`config.mk`:
```
export PLATFORM = sky130hd
export DESIGN_NAME = mem_port_arbiter
export DESIGN_NICKNAME = d
export VERILOG_FILES = /design/src/rtl/mem_arb_pkg.sv /design/src/rtl/rr_lock_arb.sv /design/src/rtl/mem_port_arbiter.sv
export SDC_FILE = /design/constraint.sdc
export NUM_CORES = 1
export LEC_CHECK = 0
export ABC_AREA = 1
export BUFFER_PORTS_ARGS = -buffer_cell sky130_fd_sc_hd__buf_4
export CORE_AREA = 2 2 205 207
export CTS_BUF_LIST = sky130_fd_sc_hd__clkbuf_8
export DETAILED_ROUTE_END_ITERATION = 7
export DIE_AREA = 0 0 207 209
export HOLD_SLACK_MARGIN = 0.05
export PLACE_DENSITY = 0.56
export SYNTH_ARGS = -nofsm -noshare
export SYNTH_HDL_FRONTEND = slang
export SYNTH_SLANG_ARGS = --single-unit
```
`constraint.sdc`:
```
create_clock -name clk -period 4.3 [get_ports clk]
set_input_delay 0.215 -clock clk [delete_from_list [all_inputs] [get_ports clk]]
set_output_delay 0.215 -clock clk [all_outputs]
set_load 0.05 [all_outputs]
```
`src/rtl/mem_arb_pkg.sv`:
```
// Shared widths, requester ids and the read-return tag for the dual-port SRAM arbiter.
// Types and constants only, so there is no latency and no backpressure.
package mem_arb_pkg;
    localparam int MEM_ADDR_W  = 12;
    localparam int MEM_DATA_W  = 32;
    localparam int MEM_NUM_REQ = 3;
    localparam int REQ_ID_W    = $clog2(MEM_NUM_REQ);

    typedef logic [REQ_ID_W-1:0] req_id_t;

    localparam req_id_t REQ_BUF     = 2'd0;
    localparam req_id_t REQ_HASH    = 2'd1;
    localparam req_id_t REQ_REORDER = 2'd2;

    typedef struct packed {
        req_id_t id;
        logic    is_read;
    } tag_t;
endpackage

```
`src/rtl/rr_lock_arb.sv`:
```
// Round-robin arbiter for one SRAM port, with a burst lock that is force-broken after LOCK_MAX grants.
// The grant is combinational from elig_i; the pointer and lock state update on the accepting edge.
module rr_lock_arb #(
    parameter int NUM_REQ  = 3,
    parameter int LOCK_MAX = 64
) (
    input  logic                       clk,
    input  logic                       reset,
    input  logic [NUM_REQ-1:0]         elig_i,
    input  logic [NUM_REQ-1:0]         lock_i,
    output logic [NUM_REQ-1:0]         gnt_o,
    output logic [$clog2(NUM_REQ)-1:0] win_o
);
    localparam int ID_W  = $clog2(NUM_REQ);
    localparam int CNT_W = $clog2(LOCK_MAX + 1);
    localparam logic [CNT_W-1:0] CNT_MAX = CNT_W'(LOCK_MAX);

    logic [ID_W-1:0]  ptr_q, owner_q, idx;
    logic             lock_q;
    logic [CNT_W-1:0] cnt_q;
    logic             hold, forced, keep;

    always_comb begin
        hold   = lock_q && elig_i[owner_q] && lock_i[owner_q];
        forced = hold && (cnt_q >= CNT_MAX);
        keep   = hold && !forced;
        gnt_o  = '0;
        win_o  = ptr_q;
        idx    = '0;
        if (keep) begin
            gnt_o[owner_q] = 1'b1;
            win_o          = owner_q;
        end else begin
            // Walk from the farthest slot to the nearest so the nearest eligible requester is assigned last.
            for (int k = NUM_REQ; k >= 1; k--) begin
                idx = ID_W'((int'(ptr_q) + k) % NUM_REQ);
                if (elig_i[idx]) begin
                    gnt_o      = '0;
                    gnt_o[idx] = 1'b1;
                    win_o      = idx;
                end
            end
        end
    end

    always_ff @(posedge clk or negedge reset) begin
        if (!reset) begin
            ptr_q   <= ID_W'(NUM_REQ - 1);
            owner_q <= '0;
            lock_q  <= 1'b0;
            cnt_q   <= '0;
        end else if (|gnt_o) begin
            if (!keep) ptr_q <= win_o;
            if (lock_i[win_o]) begin
                lock_q  <= 1'b1;
                owner_q <= win_o;
                cnt_q   <= keep ? ((cnt_q == CNT_MAX) ? cnt_q : cnt_q + 1'b1) : CNT_W'(1);
            end else begin
                lock_q <= 1'b0;
                cnt_q  <= '0;
            end
        end else begin
            lock_q <= 1'b0;
            cnt_q  <= '0;
        end
    end
endmodule

```
`src/rtl/mem_port_arbiter.sv`:
```
// Arbitrates NUM_REQ requesters onto both SRAM ports, registers the SRAM controls and returns read data with rvalid.
// Grant is combinational and a request waits (held) until granted; controls follow 1 cycle later, rvalid 2 cycles later.
module mem_port_arbiter
    import mem_arb_pkg::*;
#(
    parameter int NUM_REQ  = MEM_NUM_REQ,
    parameter int ADDR_W   = MEM_ADDR_W,
    parameter int DATA_W   = MEM_DATA_W,
    parameter int LOCK_MAX = 64
) (
    input  logic                           clk,
    input  logic                           reset,
    input  logic [NUM_REQ-1:0]             req_mask,
    input  logic [NUM_REQ-1:0]             rq_req_1,
    input  logic [NUM_REQ-1:0]             rq_web_1,
    input  logic [NUM_REQ-1:0]             rq_lock_1,
    input  logic [NUM_REQ-1:0][ADDR_W-1:0] rq_addr_1,
    input  logic [NUM_REQ-1:0][DATA_W-1:0] rq_wdata_1,
    output logic [NUM_REQ-1:0]             rq_gnt_1,
    output logic [NUM_REQ-1:0]             rq_rvalid_1,
    output logic [DATA_W-1:0]              rq_rdata_1,
    output logic [ADDR_W-1:0]              mem_A_1,
    output logic [DATA_W-1:0]              mem_I_1,
    output logic                           mem_WEB_1,
    output logic                           mem_CSB_1,
    output logic                           mem_OEB_1,
    input  logic [DATA_W-1:0]              mem_O_1,
    input  logic [NUM_REQ-1:0]             rq_req_2,
    input  logic [NUM_REQ-1:0]             rq_web_2,
    input  logic [NUM_REQ-1:0]             rq_lock_2,
    input  logic [NUM_REQ-1:0][ADDR_W-1:0] rq_addr_2,
    input  logic [NUM_REQ-1:0][DATA_W-1:0] rq_wdata_2,
    output logic [NUM_REQ-1:0]             rq_gnt_2,
    output logic [NUM_REQ-1:0]             rq_rvalid_2,
    output logic [DATA_W-1:0]              rq_rdata_2,
    output logic [ADDR_W-1:0]              mem_A_2,
    output logic [DATA_W-1:0]              mem_I_2,
    output logic                           mem_WEB_2,
    output logic                           mem_CSB_2,
    output logic                           mem_OEB_2,
    input  logic [DATA_W-1:0]              mem_O_2,
    output logic                           busy,
    output logic                           collision_err
);
    localparam int NP = 2;

    logic [NUM_REQ-1:0]             req [NP], web [NP], lck [NP], arb_gnt [NP], gnt [NP], rvld [NP];
    logic [NUM_REQ-1:0][ADDR_W-1:0] addr [NP];
    logic [NUM_REQ-1:0][DATA_W-1:0] wdat [NP];
    req_id_t                        win [NP];
    logic                           acc [NP], wr [NP], issue [NP];
    logic                           collide;

    logic [ADDR_W-1:0] a_q [NP];
    logic [DATA_W-1:0] i_q [NP];
    logic              web_q [NP], csb_q [NP], oeb_q [NP];
    tag_t              tag1_q [NP], tag2_q [NP];
    logic              coll_q;

    assign req[0]  = rq_req_1;   assign req[1]  = rq_req_2;
    assign web[0]  = rq_web_1;   assign web[1]  = rq_web_2;
    assign lck[0]  = rq_lock_1;  assign lck[1]  = rq_lock_2;
    assign addr[0] = rq_addr_1;  assign addr[1] = rq_addr_2;
    assign wdat[0] = rq_wdata_1; assign wdat[1] = rq_wdata_2;

    for (genvar p = 0; p < NP; p++) begin : g_port
        rr_lock_arb #(
            .NUM_REQ  (NUM_REQ),
            .LOCK_MAX (LOCK_MAX)
        ) u_arb (
            .clk    (clk),
            .reset  (reset),
            .elig_i (req[p] & req_mask),
            .lock_i (lck[p]),
            .gnt_o  (arb_gnt[p]),
            .win_o  (win[p])
        );
        // Grants stay low while reset is held, even though the arbiter itself is combinational.
        assign gnt[p] = arb_gnt[p] & {NUM_REQ{reset}};
        assign acc[p] = |gnt[p];
        assign wr[p]  = acc[p] & ~web[p][win[p]];
    end

    // A same-address dual write keeps port 1's access and silently drops port 2's issue.
    assign collide  = wr[0] & wr[1] & (addr[0][win[0]] == addr[1][win[1]]);
    assign issue[0] = acc[0];
    assign issue[1] = acc[1] & ~collide;

    always_comb begin
        for (int p = 0; p < NP; p++) begin
            rvld[p] = '0;
            if (tag2_q[p].is_read) rvld[p][tag2_q[p].id] = 1'b1;
        end
    end

    always_ff @(posedge clk or negedge reset) begin
        if (!reset) begin
            for (int p = 0; p < NP; p++) begin
                a_q[p]    <= '0;
                i_q[p]    <= '0;
                web_q[p]  <= 1'b1;
                csb_q[p]  <= 1'b1;
                oeb_q[p]  <= 1'b1;
                tag1_q[p] <= '0;
                tag2_q[p] <= '0;
            end
            coll_q <= 1'b0;
        end else begin
            for (int p = 0; p < NP; p++) begin
                tag2_q[p] <= tag1_q[p];
                if (issue[p]) begin
                    a_q[p]    <= addr[p][win[p]];
                    i_q[p]    <= wdat[p][win[p]];
                    web_q[p]  <= web[p][win[p]];
                    csb_q[p]  <= 1'b0;
                    oeb_q[p]  <= ~web[p][win[p]];
                    tag1_q[p] <= '{id: win[p], is_read: web[p][win[p]]};
                end else begin
                    web_q[p]  <= 1'b1;
                    csb_q[p]  <= 1'b1;
                    oeb_q[p]  <= 1'b1;
                    tag1_q[p] <= '0;
                end
            end
            if (collide) coll_q <= 1'b1;
        end
    end

    assign rq_gnt_1    = gnt[0];    assign rq_gnt_2    = gnt[1];
    assign rq_rvalid_1 = rvld[0];   assign rq_rvalid_2 = rvld[1];
    assign rq_rdata_1  = mem_O_1;   assign rq_rdata_2  = mem_O_2;
    assign mem_A_1     = a_q[0];    assign mem_A_2     = a_q[1];
    assign mem_I_1     = i_q[0];    assign mem_I_2     = i_q[1];
    assign mem_WEB_1   = web_q[0];  assign mem_WEB_2   = web_q[1];
    assign mem_CSB_1   = csb_q[0];  assign mem_CSB_2   = csb_q[1];
    assign mem_OEB_1   = oeb_q[0];  assign mem_OEB_2   = oeb_q[1];

    assign busy = ~csb_q[0] | ~csb_q[1] | tag1_q[0].is_read | tag1_q[1].is_read
                | tag2_q[0].is_read | tag2_q[1].is_read;
    assign collision_err = coll_q;
endmodule

```
# After elaboration in Yosys (flattened, before gate mapping)

Index checks and enable logic that the tools add are counted.
Widths: inputs -> output; s select.

Multiplexer cells: 94
$add $sub $neg: 8
Divide/modulo/power cells: 6
Order comparisons: 24
Bitwise operators: 21
Equal/unequal tests: 5
Reductions and logical operators: 28

Operators with widths:

| cell                  | number |
|---|---|
| $mod 32x3->32 const B | 6 |
| $bmux 32 s2           | 2 |
| $mux 32               | 2 |
| $mux 7                | 8 |
| $bmux 12 s2           | 2 |
| $lt 2x3->1 const B    | 12 |
| $mux 3                | 12 |
| $mux 1                | 34 |
| $bmux 1 s2            | 14 |
| $mux 12               | 2 |
| $demux 1 s2           | 10 |
| $ge 2x1->1 const B    | 10 |
| $logic_and 1x1->1     | 18 |
| $mux 2                | 8 |
| $add 7x1->7 const B   | 2 |
| $eq 7x7->1 const B    | 2 |
| $ge 7x7->1 const B    | 2 |
| $add 2x2->3 const B   | 4 |
| $and 3x3->3           | 4 |
| $eq 12x12->1          | 1 |
| $reduce_or 3->1       | 4 |
| $ne 4x4->1 const B    | 2 |
| $reduce_and 2->1      | 4 |
| $not 1->1             | 7 |
| 4 further kinds       | 14 |

Input bits: 351
Register bits after elaboration: 131

# Depth between registers and ports, before layout

Gate-level depths: netlist of the first run.

Depth in word-level cells: 18
Gate-level depth with buffers: 29

# By module

From an unflattened synthesis of the first run, not the netlist that was laid out.

Cells, all modules: 1306
Area total of the unflattened synthesis: 8852.2 µm²

By module, submodules not included:

| module           | sequential area each (µm²) | cells an instance | area each (µm²) | instances |
|---|---|---|---|---|
| mem_port_arbiter | 2685.1                     | 1016              | 6870.3          | 1 |
| rr_lock_arb      | 301.5                      | 145               | 991.0           | 2 |

# Worst setup path after synthesis of the first run

OpenSTA, ideal clock, no wires.

Path type: register to register
Start: reg g_port[1].u_arb.ptr_q[1]
End: reg a_q, in the netlist mem_A_2[0]
Library setup time: 0.119 ns
Setup slack: 1.385 ns
Cell stages (with the launch flop): 25
Clock period less this slack: 2.915 ns
Data arrival time: 2.796 ns
Buffers on the path: 3
Cell sequence: dfstp_2 > ha_1 > inv_2 > nand2_1 > nand2_1 > nor2_1 > nor2_2 > inv_2 > nand2_1 > nand2_1 > inv_2 > nand2_4 > nand2_2 > clkbuf_1 > o21ai_0 > nand2_1 > nand2_1 > nand2_1 > nand3_1 > nor2_1 > nand2_1 > buf_4 > buf_2 > nand3_1 > nand2_1

Word-level cells in the longest chain between the ends: 17

Ends and longest elaborated chain:

| element                                                        | RTL line                | RTL |
|---|---|---|
| start: declaration                                             | rr_lock_arb.sv:18       | `logic [ID_W-1:0] ptr_q, owner_q, idx;` |
| start signal: assignment                                       | rr_lock_arb.sv:48       | `ptr_q <= ID_W'(NUM_REQ - 1);` |
| start signal: assignment                                       | rr_lock_arb.sv:53       | `if (!keep) ptr_q <= win_o;` |
| $add 2x2->3                                                    | rr_lock_arb.sv:36       | `idx = ID_W'((int'(ptr_q) + k) % NUM_REQ);` |
| $mod 32x3->32                                                  | rr_lock_arb.sv:36       |  |
| $lt 2x3->1 (implied by the code) or $ge 2x1->1 (tied branches) | rr_lock_arb.sv:39       | `gnt_o[idx] = 1'b1;` |
| $logic_and 1x1->1 (implied by the code)                        | rr_lock_arb.sv:39       |  |
| $mux 1 (implied by the code)                                   | rr_lock_arb.sv:39       |  |
| $demux 1 s2                                                    | --                      |  |
| $mux 3 (3 in series)                                           | rr_lock_arb.sv:37       | `if (elig_i[idx]) begin` |
| $mux 3                                                         | rr_lock_arb.sv:30       | `if (keep) begin` |
| $and 3x3->3                                                    | mem_port_arbiter.sv:79  | `assign gnt[p] = arb_gnt[p] & {NUM_REQ{reset}};` |
| $reduce_or 3->1                                                | mem_port_arbiter.sv:80  | `assign acc[p] = \|gnt[p];` |
| $and 1x1->1                                                    | mem_port_arbiter.sv:81  | `assign wr[p] = acc[p] & ~web[p][win[p]];` |
| $and 1x1->1 (2 in series)                                      | mem_port_arbiter.sv:85  | `assign collide = wr[0] & wr[1] & (addr[0][win[0]] == addr[1][win[1]]);` |
| $not 1->1                                                      | mem_port_arbiter.sv:87  | `assign issue[1] = acc[1] & ~collide;` |
| $and 1x1->1                                                    | mem_port_arbiter.sv:87  |  |
| end signal: indexed assignment                                 | mem_port_arbiter.sv:112 | `a_q[p] <= addr[p][win[p]];` |
| end: declaration                                               | mem_port_arbiter.sv:54  | `logic [ADDR_W-1:0] a_q [NP];` |

Parallel ways exist; a longest one is shown, timed or not. The select of a mux whose other input is x is not followed.
A chain may end at the register's enable or synchronous reset.

# Worst setup path in the final report of the first run

Start: reg g_port[0].u_arb.ptr_q[0]
End: reg i_q, in the netlist mem_I_2[16]

Word-level cells in the longest chain between the ends: 17

Ends and longest elaborated chain:

| element                                                        | RTL line                | RTL |
|---|---|---|
| start: declaration                                             | rr_lock_arb.sv:18       |  |
| start signal: assignment                                       | rr_lock_arb.sv:48       |  |
| start signal: assignment                                       | rr_lock_arb.sv:53       |  |
| $add 2x2->3                                                    | rr_lock_arb.sv:36       |  |
| $mod 32x3->32                                                  | rr_lock_arb.sv:36       |  |
| $lt 2x3->1 (implied by the code) or $ge 2x1->1 (tied branches) | rr_lock_arb.sv:39       |  |
| $logic_and 1x1->1 (implied by the code)                        | rr_lock_arb.sv:39       |  |
| $mux 1 (implied by the code)                                   | rr_lock_arb.sv:39       |  |
| $demux 1 s2                                                    | --                      |  |
| $mux 3 (3 in series)                                           | rr_lock_arb.sv:37       |  |
| $mux 3                                                         | rr_lock_arb.sv:30       |  |
| $and 3x3->3                                                    | mem_port_arbiter.sv:79  |  |
| $reduce_or 3->1                                                | mem_port_arbiter.sv:80  |  |
| $and 1x1->1                                                    | mem_port_arbiter.sv:81  |  |
| $and 1x1->1                                                    | mem_port_arbiter.sv:85  |  |
| $and 1x1->1 *                                                  | mem_port_arbiter.sv:85  |  |
| $not 1->1 *                                                    | mem_port_arbiter.sv:87  |  |
| $and 1x1->1 *                                                  | mem_port_arbiter.sv:87  |  |
| end signal: indexed assignment                                 | mem_port_arbiter.sv:113 | `i_q[p] <= wdat[p][win[p]];` |
| end: declaration                                               | mem_port_arbiter.sv:55  | `logic [DATA_W-1:0] i_q [NP];` |

Mark *: on every way between the ends. The rest lies on a longest branch, timed or not. The select of a mux whose other input is x is not followed.

==> results of run 1 <==
kinds of logic after synthesis:
| group | synth area share, % |
|---|---|
| buffers and inverters | 13.35 |
| AOI/OAI and AO/OA | 12.15 |
| and+or+nand+nor | 35.75 |
| xor gates and xnor gates | 0.4872 |
| adders and majority gates | 1.671 |
| DFF | 36.59 |
worst max-delay path: cells and delay by family (launching register included):
kind	cells	cell delay, ps
AO/OA/AOI/OAI	1	130
adder cells (fa/ha/maj)	1	390
buffers and inverters	4	840
flip-flops	1	430
AND/OR/NAND/NOR	17	2030
cell usage in the layout (no fill, tap or decap), types with 2 or more instances in the layout:
cell type                       instances
sky130_fd_sc_hd__bufinv_16              3
sky130_fd_sc_hd__o21ai_1               11
sky130_fd_sc_hd__buf_4                415
sky130_fd_sc_hd__o211ai_1               2
sky130_fd_sc_hd__nor3b_1                2
sky130_fd_sc_hd__ha_1                  12
sky130_fd_sc_hd__clkinvlp_4             4
sky130_fd_sc_hd__a31oi_1                3
sky130_fd_sc_hd__clkinv_2               3
sky130_fd_sc_hd__buf_12                 5
sky130_fd_sc_hd__a21oi_1               70
sky130_fd_sc_hd__o21a_1                 2
sky130_fd_sc_hd__nor2_1               171
sky130_fd_sc_hd__dlygate4sd3_1         61
sky130_fd_sc_hd__nor2_4                 4
sky130_fd_sc_hd__nor3_1                 9
sky130_fd_sc_hd__inv_2                 12
sky130_fd_sc_hd__nand2_4                3
sky130_fd_sc_hd__nand4_1                3
sky130_fd_sc_hd__nand2_1              421
sky130_fd_sc_hd__nand3b_1              13
sky130_fd_sc_hd__clkbuf_8              17
sky130_fd_sc_hd__clkinv_4               2
sky130_fd_sc_hd__nand3_1              133
sky130_fd_sc_hd__dfrtp_1              123
sky130_fd_sc_hd__nor2_2                 2
sky130_fd_sc_hd__nand2_2                6
sky130_fd_sc_hd__buf_6                  2
sky130_fd_sc_hd__o21ai_0              121
sky130_fd_sc_hd__dfstp_2                8
sky130_fd_sc_hd__inv_1                 91
sky130_fd_sc_hd__xor2_1                 5
Yosys cell counts (all sizes together):
library cell	number	area share (%)
and3b	1	0.097
nand3	134	7.5
a21oi	71	4.0
nor3b	2	0.17
nand3b	13	1.1
nor2	177	7.7
dfrtp	123	34
a21boi	2	0.21
dfstp	8	2.3
ha	12	1.7
o211ai	2	0.17
nor3	10	0.61
nand2	430	18
buf	101	7.7
o21a	2	0.17
inv	102	4.3
nand4	3	0.21
xor2	5	0.49
a31oi	3	0.21
o21ai	133	7.4
nor4	1	0.070
clkbuf	33	1.4
worst max-delay path by stage:
stage / cells past startpoint / slack (ps) / to
2_1_floorplan: 24 / 1390 / mem_A_2[0]
3_3_place_gp: 23 / 440 / mem_I_2[8]
3_5_place_dp: 26 / 360 / mem_I_2[16]
4_1_cts: 23 / 330 / mem_I_2[16]
5_1_grt: 24 / 10 / mem_I_2[6]
6_report: 23 / 370 / mem_I_2[16]
metrics by stage:
| step | instances | setup slack [ps] | hold slack (ps) | util, % | cell area [sq um] |
|---|---|---|---|---|---|
| floorplan | 1368 | 1385 | -80.59 | - | 8987 |
| global placement | 2193 | 441.1 | 218.9 | 29.27 | 12090 |
| detailed placement | 2193 | 362.8 | 221.6 | 29.27 | 12090 |
| CTS | 2286 | 331.0 | 50.31 | 31.72 | 13100 |
| global route | 2288 | 11.23 | 77.79 | 31.81 | 13130 |
| finish | 2288 | 375.0 | 90.48 | 31.81 | 13130 |
timing repair:
item,in CTS,in global routing
buffers inserted,0,2
gates resized for setup,0,3
endpoints found under the hold margin,84,0
hold buffers,61,0
endpoints found under the setup margin,0,4
state kept, by name (all words and copies together), names as in the netlist:
register / flops
mem_I_2: 32
tag1_q: 6
mem_WEB_1: 1
g_port.u_arb.ptr_q: 4
mem_CSB_1: 1
mem_CSB_2: 1
collision_err: 1
mem_OEB_1: 1
g_port.u_arb.cnt_q: 14
mem_OEB_2: 1
mem_A_2: 12
g_port.u_arb.lock_q: 2
tag2_q: 6
g_port.u_arb.owner_q: 4
mem_A_1: 12
mem_WEB_2: 1
mem_I_1: 32
routing by layer:
metal  vias to the layer above  wire, um
met1                      4794     16930
met4                         0       564
met2                       436     20950
li1                       5030         -
met5                         -         0
met3                        40      3291
cell type report:
cell class	count	area share, %
inverter	102	2.934
sequential	131	25.04
clock buffer	17	1.782
timing repair buffer	483	29.31
multi-input combinational	1001	34.52
tap	539	5.135
clock inverter	15	1.286
==> run metrics, run 1 <==
outcome=finished, final reports clean; Least-Margin Pin Slew=886.5 ps; CP arrival=4320 ps; number of clock sinks=131; horizontal extent of the die=207 um; DR iter-0 viols=419; type of the setup path with the least slack=reg -> reg; reg-to-reg critical path startpoint=g_port[0].u_arb.ptr_q[0]; worst min-delay path class=in -> reg; level count of the clock H-tree=4; full die area=0.04326 sq mm; vias in the first global route=10476; Antenna Diode Count=0; met3 routing resource usage after global routing=6.417%; height of the chip=209 um; largest net degree at the start of global routing=59; max-slew headroom at the worst pin=40.90%; grt peak-use layer=met2; met1 Usage GRT=21.83%; critical hold path startpoint=rq_wdata_1[82]; first-pass detailed-route iteration total=6; number of antenna violations at the first check in global routing=1; TritonCTS clock tree=yes; endpoint of the worst-slack reg-to-reg timing path=mem_I_2[16]; number of buffers created by CTS=17; data required time at the worst endpoint=4700 ps; mean routed wirelength per cell=18.24 um; drt via density=4.502; hold path cells=3; Max Root-Sink Buffers=2; Syn Std Cell Area=0.008987 sq mm; minimum clock period=3925 ps; GRT overflow=0; final HPWL from detailed placement=33.18 mm; Hold EP=mem_I_1[18]; fraction of final layout cells sized beyond drive strength 1=28.19%; Post-Syn Instances=1368; Worst Reg2Reg Path Length in Cells=23; unrepaired setup endpoints after global routing=no; vias after detailed routing=10300; final weighted congestion of routability-driven global placement=0.8589; register area share after synthesis=36.59%; final hold violation count=0; setup tns final=0 ps; met2 demand-to-capacity share in global routing=34.21%; global-route total usage across every layer=19.00%; wire length of the first global-routing pass=62.96 mm; longest individual stage delay on the worst path=430 ps; Final Setup Violations=0; initial standard-cell utilization of the core=21.77%; Critical Path Source Type=flip-flop; number of violations of the max-capacitance limit=0; area added between synthesis and finish=46.12%; Core Footprint=0.04129 sq mm; timing startpoint of the critical path=g_port[0].u_arb.ptr_q[0]; maximum achievable frequency=254.8 MHz; fill cell instance count of the final layout=4534; number of nets produced by synthesis=1731; Tcrit/Tclk final=91.28%; Slowest cell on crit path=sky130_fd_sc_hd__dfrtp_1; number of placement rows=75; clock tree root buffer cell=sky130_fd_sc_hd__clkbuf_8; Yosys warning count=0; worst reg2reg setup slack=370 ps; worst setup skew after layout=19.84 ps; cells along the critical path=inv_1 > ha_1 > inv_2 > nand2_1 > nand2_1 > nor2_1 > nor2_4 > nor2_1 > nor2_2 > nand2_4 > nand2_4 > buf_12 > nand2_1 > o21ai_1 > nand2_1 > nand2_1 > nand2_1 > nand3_1 > nor2_1 > nand2_2 > buf_4 > nand3_1 > nand2_1; Net count, final=2099; average size of a mapped cell=6.570 sq um; clock input transition at the sequential cells of the worst setup and hold paths=90 ps; Routed WL=41.74 mm; critical path peak fanout=40; clock latency on the worst-skew pair=470 ps; number of buffers inserted by port buffering=394; number of primary I/O pins=523; footprint of the multi-input gates=0.004533 sq mm; unique cell type count in the Yosys netlist=34; number of nets with antenna violations after detailed routing=0; number of synthesized register bits=131; Residual DRC=0; number of slew-limit violations in the final report=0; nature of the critical path endpoint=flip-flop; sequential cell area=0.003288 sq mm; cell seen most often among critical-path stages=sky130_fd_sc_hd__nand2_1
Power of run 1 is left out: the tool's default activity adds up to more than one toggle a clock period on the data nets, which glitch-free logic cannot reach.
==> run 2, diff against run 1 <==
CORE_AREA = 2 2 203 205   (was 2 2 205 207)
DIE_AREA = 0 0 205 207   (was 0 0 207 209)
SYNTH_HIERARCHICAL = 1   (was default)
clock period = 4.8 ns   (was 4.3 ns; I/O delays follow)
==> run 2 against run 1 <==
  * Non-clock buffer count fell by 11
  * Utilization fell by 0.12 points
  * Critical endpoint is now tag1_q[0]
  * Routed wire length fell by 5.0%
  * Flip-flop and latch count did not move
==> run metrics, run 2 <==
unrepaired setup endpoints after global routing=no; number of buffers created by CTS=17; largest net degree at the start of global routing=58; Core Footprint=0.04037 sq mm; Worst Reg2Reg Path Length in Cells=24; clock tree root buffer cell=sky130_fd_sc_hd__clkbuf_8; number of placement rows=74; Residual DRC=0; drt via density=4.462; area added between synthesis and finish=44.49%; number of nets produced by synthesis=1669; Max Root-Sink Buffers=2; register area share after synthesis=37.14%; worst min-delay path class=in -> reg; unique cell type count in the Yosys netlist=36; sequential cell area=0.003288 sq mm; most frequent cells in the layout=sky130_fd_sc_hd__buf_4, sky130_fd_sc_hd__nand2_1, sky130_fd_sc_hd__nor2_1, sky130_fd_sc_hd__dfrtp_1, sky130_fd_sc_hd__o21ai_0; hold path cells=3; worst reg2reg setup slack=590 ps; clock latency on the worst-skew pair=480 ps; wire length of the first global-routing pass=59.08 mm; final HPWL from detailed placement=30.53 mm; number of clock sinks=131; Least-Margin Pin Slew=924.6 ps; fraction of final layout cells sized beyond drive strength 1=30.62%; critical path peak fanout=37; number of buffers inserted by port buffering=394; footprint of the multi-input gates=0.004310 sq mm; Syn Std Cell Area=0.008852 sq mm; number of violations of the max-capacitance limit=0; top cells by area in the synthesized netlist=sky130_fd_sc_hd__dfrtp_1, sky130_fd_sc_hd__nand2_1, sky130_fd_sc_hd__nor2_1; Tcrit/Tclk final=87.72%; Post-CTS Repair Setup Buffers=0; nature of the critical path endpoint=flip-flop; Net count, final=2035; commonest non-fill, non-tap cell in the layout=sky130_fd_sc_hd__buf_4; reg-to-reg critical path startpoint=g_port[0].u_arb/ptr_q[0]; most used standard cells in the synthesized netlist=sky130_fd_sc_hd__nand2_1, sky130_fd_sc_hd__nor2_1, sky130_fd_sc_hd__dfrtp_1, sky130_fd_sc_hd__o21ai_0, sky130_fd_sc_hd__inv_1; number of antenna violations at the first check in global routing=2; timing startpoint of the critical path=g_port[0].u_arb/ptr_q[0]; Post-synth EDFFs=0; GRT overflow=0; max-slew headroom at the worst pin=38.36%; mean routed wirelength per cell=17.87 um; endpoint of the worst-slack reg-to-reg timing path=tag1_q[0]; most frequently used flop master after synthesis=sky130_fd_sc_hd__dfrtp_1; outcome=finished, final reports clean; maximum achievable frequency=237.5 MHz; Async S/R FF share, synth=100.0%; DR iter-0 viols=481; horizontal extent of the die=205 um; final hold violation count=0; initial standard-cell utilization of the core=21.93%; Routed WL=39.66 mm; most frequently used cell type in the post-synthesis netlist=sky130_fd_sc_hd__nand2_1; number of slew-limit violations in the final report=0; share of Yosys cell area claimed by the top area cell type=34.77%; type of the setup path with the least slack=reg -> reg; fill cell instance count of the final layout=4417; data required time at the worst endpoint=5140 ps; setup tns final=0 ps; TritonCTS clock tree=yes; critical hold path startpoint=rq_wdata_1[71]; worst setup skew after layout=19.54 ps; number of primary I/O pins=523; dominant cell type by area after synthesis=sky130_fd_sc_hd__dfrtp_1; vias after detailed routing=9906; number of nets with antenna violations after detailed routing=0; first-pass detailed-route iteration total=5; final weighted congestion of routability-driven global placement=0.8719; Yosys warning count=6; number of synthesized register bits=131; height of the chip=207 um; global-route total usage across every layer=18.53%; CP arrival=4550 ps; Final Setup Violations=0; Post-Syn Instances=1306; average size of a mapped cell=6.778 sq um; Critical Path Source Type=flip-flop; Hold EP=mem_I_1[7]; minimum clock period=4210 ps; full die area=0.04244 sq mm; clock input transition at the sequential cells of the worst setup and hold paths=90 ps; level count of the clock H-tree=4; vias in the first global route=10093
## run 2: cell count changes after synthesis, sizes merged, moves of 13 or more
cell	before	now
nor2	177	196
nand3	134	92
nand3b	13	0
inv	102	116
a21oi	71	17
a31oi	3	37
## run 2: layout make-up
type	count	area share [%]
clock buffer	22	2.367
sequential	131	25.71
tap	532	5.204
inverter	116	3.443
antenna	3	0.05869
timing repair buffer	472	29.05
clock inverter	10	0.4695
multi-input combinational	934	33.70
## run 2: metrics by stage
stage	cell area (sq um)	util (%)	worst slack, ps	std cells	hold WS, ps
floorplan	8852	-	1793	1306	-55.59
global placement	11810	29.25	539.9	2124	182.9
detailed placement	11810	29.25	405.0	2124	184.2
CTS	12780	31.66	386.9	2217	52.31
global route	12790	31.68	100.4	2219	78.36
finish	12790	31.69	589.5	2220	80.41
## run 2: worst max-delay path: stages, from the launching register on
cell                      delay (ps)
sky130_fd_sc_hd__dfrtp_1         420
sky130_fd_sc_hd__inv_1            90
sky130_fd_sc_hd__ha_1            470
sky130_fd_sc_hd__inv_2            90
sky130_fd_sc_hd__nand3_1         150
sky130_fd_sc_hd__nand2_2         100
sky130_fd_sc_hd__nand2_1         100
sky130_fd_sc_hd__nand2_1          70
sky130_fd_sc_hd__nand2_1          60
sky130_fd_sc_hd__nand2_1          80
sky130_fd_sc_hd__nand2_2         110
sky130_fd_sc_hd__inv_2            60
sky130_fd_sc_hd__inv_2           250
sky130_fd_sc_hd__nand2_4         170
sky130_fd_sc_hd__inv_2           370
sky130_fd_sc_hd__nand2_1         150
sky130_fd_sc_hd__nand2_1         100
sky130_fd_sc_hd__nand2_1          60
sky130_fd_sc_hd__nand2_1          60
sky130_fd_sc_hd__nand3_1         130
sky130_fd_sc_hd__nor2_1          150
sky130_fd_sc_hd__nand2_2          70
sky130_fd_sc_hd__nand2_2         240
sky130_fd_sc_hd__buf_6           360
sky130_fd_sc_hd__nor2_1          110
## run 2: how the worst max path moves through the flow
stage                     slack [ps]     endpoint  depth (start not counted)
after floorplan                 1790  mem_I_2[11]                         28
after global placement           540    tag1_q[0]                         23
after detailed placement         410    tag1_q[0]                         24
after CTS                        390    tag1_q[0]                         24
after global routing             100   mem_A_2[6]                         25
final                            590    tag1_q[0]                         24
## run 2: routing by layer
layer  vias to the layer above  global-route usage [%]  wire length [um]
li1                       4794                       -                 -
met3                        84                   5.145              3067
met4                         0                   6.996              1248
met1                      4586                   21.21             16000
met5                         -                       0                 0
met2                       442                   32.54             19340
## run 2: cell families (layout without fill, tap and decap cells)
group / after synthesis / count (layout) / share of synthesized area [%]
buffers and inverters: 241 / 620 / 14.33
other: 0 / 3 / 0
AOI/OAI and AO/OA: 183 / 183 / 11.49
DFF: 131 / 131 / 37.14
and+or+nand+nor: 732 / 732 / 34.64
adders and majority gates: 12 / 12 / 1.696
xor gates and xnor gates: 7 / 7 / 0.6926
## run 2: repair_timing
action,CTS,global route
hold buffers,61,0
gates resized for setup,0,1
setup endpoints to repair,0,11
endpoints found under the hold margin,65,0
Power of run 2 is left out for the same reason.
==> run 3, diff against run 2 <==
PLACE_DENSITY = default   (was 0.56)
PLACE_DENSITY_LB_ADDON = 0.25   (was default)
==> run 3 against run 2 <==
  * Global-route usage shrank 1.0 points
  * Critical path depth grew 1
  * Clock skew shrank 9.4 ps
  * Register-to-register slack gained 30 ps
  * Worst hold slack gained 24 ps
  * Die area is the same
  * Routed wire length shrank 4.2%
  * Utilization shrank 0.37 points
  * Non-clock buffer count shrank 11
  * Via count shrank 3.4%
  * Design area shrank 1.2%
  * Critical path type unchanged
  * Highest routed layer unchanged
==> run metrics, run 3 (synthesis gave the netlist of run 2 again) <==
vias after detailed routing=9569; hold path cells=3; mean routed wirelength per cell=17.22 um; Final Setup Violations=0; most frequent cells in the layout=sky130_fd_sc_hd__buf_4, sky130_fd_sc_hd__nand2_1, sky130_fd_sc_hd__nor2_1, sky130_fd_sc_hd__dfrtp_1, sky130_fd_sc_hd__o21ai_0; number of antenna violations at the first check in global routing=0; number of slew-limit violations in the final report=0; outcome=finished, final reports clean; endpoint of the worst-slack reg-to-reg timing path=mem_A_2[0]; full die area=0.04244 sq mm; drt via density=4.338; Antenna Diode Count=0; type of the setup path with the least slack=reg -> reg; clock tree root buffer cell=sky130_fd_sc_hd__clkbuf_8; final HPWL from detailed placement=29.83 mm; placed inst area=0.01180 sq mm; count of placed standard cells including taps=2123; unrepaired setup endpoints after global routing=no; reg-to-reg critical path startpoint=g_port[0].u_arb/ptr_q[0]; worst setup skew after layout=10.16 ps; number of violations of the max-capacitance limit=0; Core Footprint=0.04037 sq mm; sequential cell area=0.003288 sq mm; footprint of the multi-input gates=0.004310 sq mm; worst min-delay path class=in -> reg; minimum clock period=4178 ps; TritonCTS clock tree=yes; Least-Margin Pin Slew=793.4 ps; Hold EP=mem_I_1[26]; data required time at the worst endpoint=5190 ps; setup tns final=0 ps; number of clock sinks=131; Residual DRC=0; nature of the critical path endpoint=flip-flop; Worst Reg2Reg Path Length in Cells=25; clock latency on the worst-skew pair=460 ps; hold buffer count at CTS=51; number of buffers created by CTS=17; clock input transition at the sequential cells of the worst setup and hold paths=80 ps; Net count, final=2024; level count of the clock H-tree=4; Post-CTS Repair Setup Buffers=0; DR iter-0 viols=371; horizontal extent of the die=205 um; Max Root-Sink Buffers=2; height of the chip=207 um; fill cell instance count of the final layout=4462; number of buffers inserted by port buffering=394; cell area after layout=0.01264 sq mm; maximum achievable frequency=239.4 MHz; number of nets with antenna violations after detailed routing=0; final weighted congestion of routability-driven global placement=0.8146; GRT overflow=0; number of primary I/O pins=523; critical path peak fanout=48; first-pass detailed-route iteration total=4; Post-CTS Resized=0; worst reg2reg setup slack=620 ps; largest net degree at the start of global routing=78; max-slew headroom at the worst pin=47.11%; critical hold path startpoint=rq_wdata_1[58]; final hold violation count=0; Routed WL=37.98 mm; global-route total usage across every layer=17.53%; Critical Path Source Type=flip-flop; number of placement rows=74; fraction of final layout cells sized beyond drive strength 1=30.47%; Tcrit/Tclk final=87.04%; CP arrival=4570 ps; area added between synthesis and finish=42.80%; vias in the first global route=9612; Worst Setup Slack, final=622.0 ps; wire length of the first global-routing pass=56.26 mm; initial standard-cell utilization of the core=21.93%; setup slack after placement=539.2 ps; Final Instance Count excl. Fillers=2206; commonest non-fill, non-tap cell in the layout=sky130_fd_sc_hd__buf_4
## run 3: worst max path at each step
stage,start,endpoint
finish,g_port[0].u_arb/ptr_q[0],mem_A_2[0]
floorplan,g_port[1].u_arb/ptr_q[1],mem_I_2[11]
detailed placement,g_port[0].u_arb/ptr_q[0],mem_I_2[31]
CTS,g_port[0].u_arb/ptr_q[0],mem_I_2[31]
global placement,g_port[0].u_arb/ptr_q[1],tag1_q[0]
global route,g_port[0].u_arb/ptr_q[0],mem_A_2[1]
## run 3: area by class of cell
| class | count | area share, % |
|---|---|---|
| timing repair buffer | 461 | 28.52 |
| clock inverter | 12 | 0.4454 |
| clock buffer | 20 | 2.178 |
| tap | 532 | 5.266 |
| inverter | 116 | 3.484 |
| multi-input combinational | 934 | 34.10 |
| sequential | 131 | 26.01 |
## run 3: worst max-delay path: stages (launching register included)
cell and delay [ps]:
sky130_fd_sc_hd__dfrtp_1 410, sky130_fd_sc_hd__inv_1 80, sky130_fd_sc_hd__ha_1 440, sky130_fd_sc_hd__inv_2 70, sky130_fd_sc_hd__nand3_1 160, sky130_fd_sc_hd__nand2_2 100, sky130_fd_sc_hd__nand2_1 70, sky130_fd_sc_hd__nand2_1 50
sky130_fd_sc_hd__nand2_1 50, sky130_fd_sc_hd__nand2_1 70, sky130_fd_sc_hd__nand2_2 110, sky130_fd_sc_hd__inv_2 60, sky130_fd_sc_hd__inv_2 300, sky130_fd_sc_hd__nand2_4 180, sky130_fd_sc_hd__inv_2 420, sky130_fd_sc_hd__nand2_1 170
sky130_fd_sc_hd__nand2_1 110, sky130_fd_sc_hd__nand2_1 50, sky130_fd_sc_hd__nand2_1 60, sky130_fd_sc_hd__nand3_1 110, sky130_fd_sc_hd__nor2_1 140, sky130_fd_sc_hd__nand2_2 70, sky130_fd_sc_hd__nand2_2 50, sky130_fd_sc_hd__buf_4 480
sky130_fd_sc_hd__nand2_1 120, sky130_fd_sc_hd__nand2_1 80
## run 3: metal layers
metal  global-route usage, %  vias up  routed length, um
li1                        -     4751                  -
met1                   20.12     4379              15390
met2                   30.92      373              18560
met3                   5.050       66               2863
met4                   5.929        0               1168
met5                       0        -                  0
## run 3: stage by stage
stage                     util (%)  hold slack, ps
after floorplan                  -          -55.59
after global placement       29.23           251.2
final                        31.31           104.5
after CTS                    31.31           52.64
after detailed placement     29.23           249.0
after global routing         31.31           72.24
Power of run 3 is left out for the same reason.
